## src/rtl/dsp_p_out_stage.sv

```systemverilog
// Result-side output stage of the DSP48A1 slice: 2-entry skid buffer for P/CARRYOUT.
// Optional pattern-detect compare enabled by defining P_OUT_PATTERN_DETECT_EN.
module dsp_p_out_stage #(
    parameter int unsigned    N       = 48,
    parameter logic [N-1:0]   PATTERN = '0,
    parameter logic [N-1:0]   MASK    = N'(48'h3FFF)
) (
    input  logic         clk,
    input  logic         rst,
    input  logic         CE,
    input  logic         in_valid,
    output logic         in_ready,
    input  logic [N-1:0] P_in,
    input  logic         CARRYOUT_in,
    output logic         out_valid,
    input  logic         out_ready,
    output logic [N-1:0] P_out,
    output logic         CARRYOUT_out,
    output logic         PATTERNDETECT,
    output logic [1:0]   occupancy
);

    typedef enum logic [1:0] {
        EMPTY = 2'd0,
        ONE   = 2'd1,
        FULL  = 2'd2
    } state_t;

    typedef struct packed {
        logic         pd;
        logic         carry;
        logic [N-1:0] p;
    } entry_t;

    state_t state;
    entry_t head;
    entry_t skid;
    entry_t in_entry;
    logic   pd_in;
    logic   push;
    logic   pop;

`ifdef P_OUT_PATTERN_DETECT_EN
    // Match when every unmasked bit of P equals the pattern.
    assign pd_in = (((P_in ^ PATTERN) & ~MASK) == '0);
`else
    assign pd_in = 1'b0;
`endif

    assign in_entry  = '{pd: pd_in, carry: CARRYOUT_in, p: P_in};

    assign in_ready  = rst & CE & (state != FULL);
    assign out_valid = rst & CE & (state != EMPTY);
    assign push      = in_valid & in_ready;
    assign pop       = out_valid & out_ready;

    // Buffer state and storage; reset outranks CE and any handshake.
    always_ff @(posedge clk) begin
        if (!rst) begin
            state <= EMPTY;
            head  <= '0;
            skid  <= '0;
        end else if (CE) begin
            case (state)
                EMPTY: begin
                    if (push) begin
                        head  <= in_entry;
                        state <= ONE;
                    end
                end
                ONE: begin
                    if (push && pop) begin
                        head <= in_entry;
                    end else if (push) begin
                        skid  <= in_entry;
                        state <= FULL;
                    end else if (pop) begin
                        state <= EMPTY;
                    end
                end
                FULL: begin
                    if (pop) begin
                        head  <= skid;
                        state <= ONE;
                    end
                end
                default: state <= EMPTY;
            endcase
        end
    end

    assign P_out         = head.p;
    assign CARRYOUT_out  = head.carry;
    assign PATTERNDETECT = head.pd;
    assign occupancy     = state;

endmodule

```

## config.mk

```make
export PLATFORM = sky130hd
export DESIGN_NAME = dsp_p_out_stage
export DESIGN_NICKNAME = d
export VERILOG_FILES = /design/src/rtl/dsp_p_out_stage.sv
export SDC_FILE = /design/constraint.sdc
export NUM_CORES = 1
export LEC_CHECK = 0
export CORE_MARGIN = 2
export CORE_UTILIZATION = 35
export CTS_CLUSTER_SIZE = 30
export DETAILED_ROUTE_END_ITERATION = 12
export HOLD_SLACK_MARGIN = 0.06
export PLACE_DENSITY = 0.62
export SLEW_MARGIN = 20
export SYNTH_ARGS = -nofsm -noshare
export SYNTH_HDL_FRONTEND = slang
export SYNTH_SLANG_ARGS = --single-unit
```

## constraint.sdc

```tcl
create_clock -name clk -period 1.43 [get_ports clk]
set_input_delay 0.143 -clock clk [delete_from_list [all_inputs] [get_ports clk]]
set_output_delay 0.143 -clock clk [all_outputs]
set_load 0.05 [all_outputs]
```

== Word level (Yosys, flattened, before mapping) ==
Cells that the tools add are included.
Storage, ports and cells
  bits in registers: 101
  bits of input ports: 54
  output and inout port bits: 54
  logic and storage cells: 37
Cells by class
  equality and inequality tests: 8
  multiplexer cells: 10
  bitwise logic cells: 6
  reductions and logical operators: 7
Operators by type and width (count)
  two-way mux 50 bit: 3
  case mux 50 bit (3 select lines): 1
  two-way mux 2 bit: 5
  inequality test 2 bit (second input constant): 5
  AND reduction 5 bit: 2
  case mux 2 bit (3 select lines): 1
  bitwise AND 1 bit: 5
  AND reduction 4 bit: 1
  inequality test 3 bit (second input constant): 1
  nonzero test 3 bit: 1
  equality test 2 x 1 -> 1 bit (second input constant): 1
  equality test 2 bit (second input constant): 1
  zero test 2 bit: 1
  nonzero test 2 bit: 1
  logical AND 1 bit: 1
  NOT 1 bit: 1

== Longest topological paths before layout ==
  depth after elaboration: 7
  depth in mapped cells: 7
  depth with buffers taken out: 4

== Worst setup path before layout ==
No wires, ideal clock.
  path type: reg-to-output
  start point: register state[0], in the netlist occupancy[0]
  end point: output in_ready
  data arrival time: 2026 ps
  required time: 1287 ps
  setup slack: -739 ps
  stages on the path, launching flop included: 5
  path buffers: 2
  cell sequence: dfxtp_1 > nand2b_1 > clkbuf_1 > buf_2 > nor2b_1
On the way
  word-level cells in the longest chain between the ends: 2
RTL lines
  start, declared: RTL line 35  | state_t state;
  start signal, assigned: RTL line 60  | state <= EMPTY;
  start signal, assigned: RTL line 68  | state <= ONE;
  start signal, assigned: RTL line 76  | state <= FULL;
  inequality test 2 bit: RTL line 52  | assign in_ready = rst & CE & (state != FULL);
  bitwise AND 1 bit: RTL line 52
  end, declared: RTL line 12  | output logic in_ready,
No other way between the ends.

== Worst setup path in the final report ==
  start point: register state[0], in the netlist occupancy[0]
  end point: output occupancy[0]
RTL lines
  end, declared: RTL line 20  | output logic [1:0] occupancy
No word-level cell between the ends.

==> flow_summary.ini <==
[cts]
clockBufferDepth = 2
tritoncts = yes
cts.clk_slew.worst_paths_ps = 70
cts.sinks = 100
insertion_delay_ps = 340
ctsHtreeMaxLevel = 3
cts_root_buf = clkbuf_16
hold_buffers = 0
cts_buffers = 9

[logic_synthesis]
syn_nets = 505
synth_seq_cells = 100
ys_async_sr_fraction_pct = 0
ys_types = 23
synthesis.area_sq_um = 4240
ys.flop_type = dfxtp_1
synth.avg_cell_area_sq_um = 9.40
synth_edf_count = 0
ys_seq_area_share_pct = 47.2
yosysWarnings = 0
synth_cells = 451

[final_layout]
nets = 614
area_delta_synth_final_pct = 40.6
regArea_sq_um = 2010
antennaDiodeCount = 0
fill_cells = 1114
drive_gt1_share_pct = 18.9
final_util_pct = 50.0
multi_input_area_sq_um = 2090

[power_and_ir_drop]
power.internal_mw = 5.04
sw_frac_of_total_pct = 24.8
p_clk_share_pct = 41.6
p_leak_nw = 2.90
pwr-share-seq_pct = 43.7
powerDensity_nw_per_um2 = 1120
combinationalPowerShare_pct = 14.7
p_switching_mw = 1.66
max-vdd-ir-drop_mv = 0.710

[worst_setup_path]
path_class = flop to output pin
end_kind = output pin
crit_slowest_cell = dfxtp_4
r2r-start = occupancy[1]
r2r_slack_ps = 80
reg2regPathDepth = 5
max_stage_delay_ps = 370
crit_path_cell_trace = buf_4, buf_4, buf_4, buf_12
path_max_fanout = 7
arrival_ps = 1250
crit_top_cell = buf_4
startpoint_type = flop
rr_endpoint = skid[14]
critPathRequiredTime_ps = 1290

[floorplan]
rows = 40
dieWidth_um = 114
core_sq_um = 11900
ioPinCount = 108
initial_core_util_pct = 35.6
dieHeight_um = 114
die-area_sq_um = 13000

[drt]
wl_per_cell_um = 14.2
drt_first_pass_iters = 4
drt-vias-per-instance = 4.67
drt-initial-drc-count = 174
vias = 3325
ant_nets = 0
routed_wl_um = 10100
drcViolationCount = 0

[status]
outcome = finished clean

[timing]
fin_crit_sh_pct = 97.2
clock.fmax_ghz = 0.720
clock_skew_ps = 5.41
period_minus_slack_ps = 1390
slew_viol_final = 0
setup_tns_ps = 0
setup_violations = 0
hold_violations = 0

[grt]
grt.total_usage_pct = 15.4
antenna_found_initial = 0
grt_pass1_vias = 3263
grt_max_degree = 101
grt_overflow = 0
grt_first_pass_wirelength_um = 15900

[placement]
portBuffers = 106
gp_congestion = 0.716
dp_hpwl_um = 6570

[job]
drv_cap = 0

[min_path]
worst_hold_path.endpoint = occupancy[1]
hp-class = input port to flop
min-delay-start = CE
hold_depth = 3
==> final cells by class <==
class / instances / share of cell area (%)
clock buffers: 12 / 4.66
well taps: 147 / 3.09
flip-flops and latches: 100 / 33.7
multi-input cells: 316 / 35.1
clock inverters: 4 / 1.28
repair buffers: 133 / 22.2
==> critical path: cells and delay by family, from the launching register on <==
family | cells | cell delay (ps)
buffers and inverters | 4 | 540
DFF | 1 | 370
==> synthesized netlist by cell type, types with 2 or more instances <==
| cell type | count | area share [%] |
|---|---|---|
| buf_6 | 4 | 1.1 |
| nor2_1 | 3 | 0.27 |
| buf_2 | 11 | 1.3 |
| buf_4 | 4 | 0.71 |
| nand2_1 | 149 | 13 |
| clkbuf_1 | 16 | 1.4 |
| a21boi_1 | 10 | 1.8 |
| dfxtp_1 | 100 | 47 |
| mux2i_1 | 98 | 23 |
| nand2b_1 | 3 | 0.44 |
| a21boi_0 | 40 | 7.1 |
| nor2b_1 | 2 | 0.30 |
==> state kept, by name, summed over array words and instances, names as in the netlist <==
name          count
CARRYOUT_out      1
P_out            48
occupancy         2
skid             49
==> routing by layer <==
layer	track usage [%]	vias to the layer above	share of wire, %
li1	-	1717	-
met1	20.0	1531	47
met2	25.4	66	47
met3	3.08	11	4.3
met4	6.10	0	1.8
met5	0	-	0
==> what timing repair did <==
action	4_1_cts	5_1_grt
gates cloned	1	1
pin swaps	0	1
gates resized for setup	5	5
endpoints found under the setup margin	33	45
setup buffers	2	7
==> power by group through the flow <==
stage / sequential (mW) / combinational, mW / clock [mW]
global placement: 2.99 / 0.965 / 0
floorplan: 3.28 / 0.280 / 0
detailed placement: 2.99 / 0.974 / 0
finish: 2.93 / 0.981 / 2.78
global route: 2.94 / 1.04 / 3.00
CTS: 2.93 / 0.981 / 2.87
==> cell usage in the layout, fill, tap and decap left out <==
cell type	synthesis	routed
nor2_2	0	1
buf_2	11	1
nor2b_4	0	1
clkinvlp_4	0	1
nand3b_1	1	1
dlygate4sd2_1	0	1
clkdlybuf4s50_1	0	51
nand2_1	149	149
buf_8	0	1
nor2_1	3	2
buf_4	4	65
buf_16	0	1
clkbuf_16	0	11
a21boi_0	40	36
bufinv_16	0	2
nand2b_1	3	1
a21boi_1	10	14
clkbuf_8	0	2
a21o_4	0	1
buf_12	0	12
nor3_4	0	1
conb_1	1	1
dfxtp_1	100	98
inv_6	0	1
o211ai_1	1	1
dfxtp_4	0	2
a22oi_1	1	1
xor2_1	1	1
o21ai_0	1	1
nor2b_1	2	1
o211a_1	1	1
or3_4	0	1
mux2i_1	98	98
nand2b_4	1	3
==> worst max-delay path by stage <==
| stage | startpoint | endpoint | slack [ps] | cells after the start |
|---|---|---|---|---|
| after floorplan | occupancy[1] | P_out[12] | -40 | 7 |
| after global placement | out_ready | skid[24] | -340 | 6 |
| after detailed placement | CE | skid[7] | -410 | 6 |
| after CTS | occupancy[1] | in_ready | -9 | 5 |
| after global routing | occupancy[0] | skid[32] | -20 | 7 |
| final | occupancy[0] | occupancy[0] | 40 | 4 |
==> cell families after synthesis <==
logic type	after synthesis	synth area share (%)
AOI/OAI and AO/OA	55	9.74
xor gates and xnor gates	1	0.207
buffers and inverters	35	4.49
DFF	100	47.2
muxes	98	23.1
other	1	0.0885
and+or+nand+nor	161	15.1
==> metrics by stage <==
step | total power, mW | instance area (sq um) | instances | setup WS, ps | hold slack, ps
floorplan | 3.56 | 4280 | 451 | -42.7 | 278
global placement | 3.96 | 5490 | 686 | -344 | 440
detailed placement | 3.97 | 5490 | 686 | -409 | 448
CTS | 6.78 | 5900 | 705 | -9.38 | 328
global route | 6.98 | 5960 | 712 | -19.0 | 387
finish | 6.69 | 5960 | 712 | 40.7 | 339
Power figures use the tool's default switching activity.
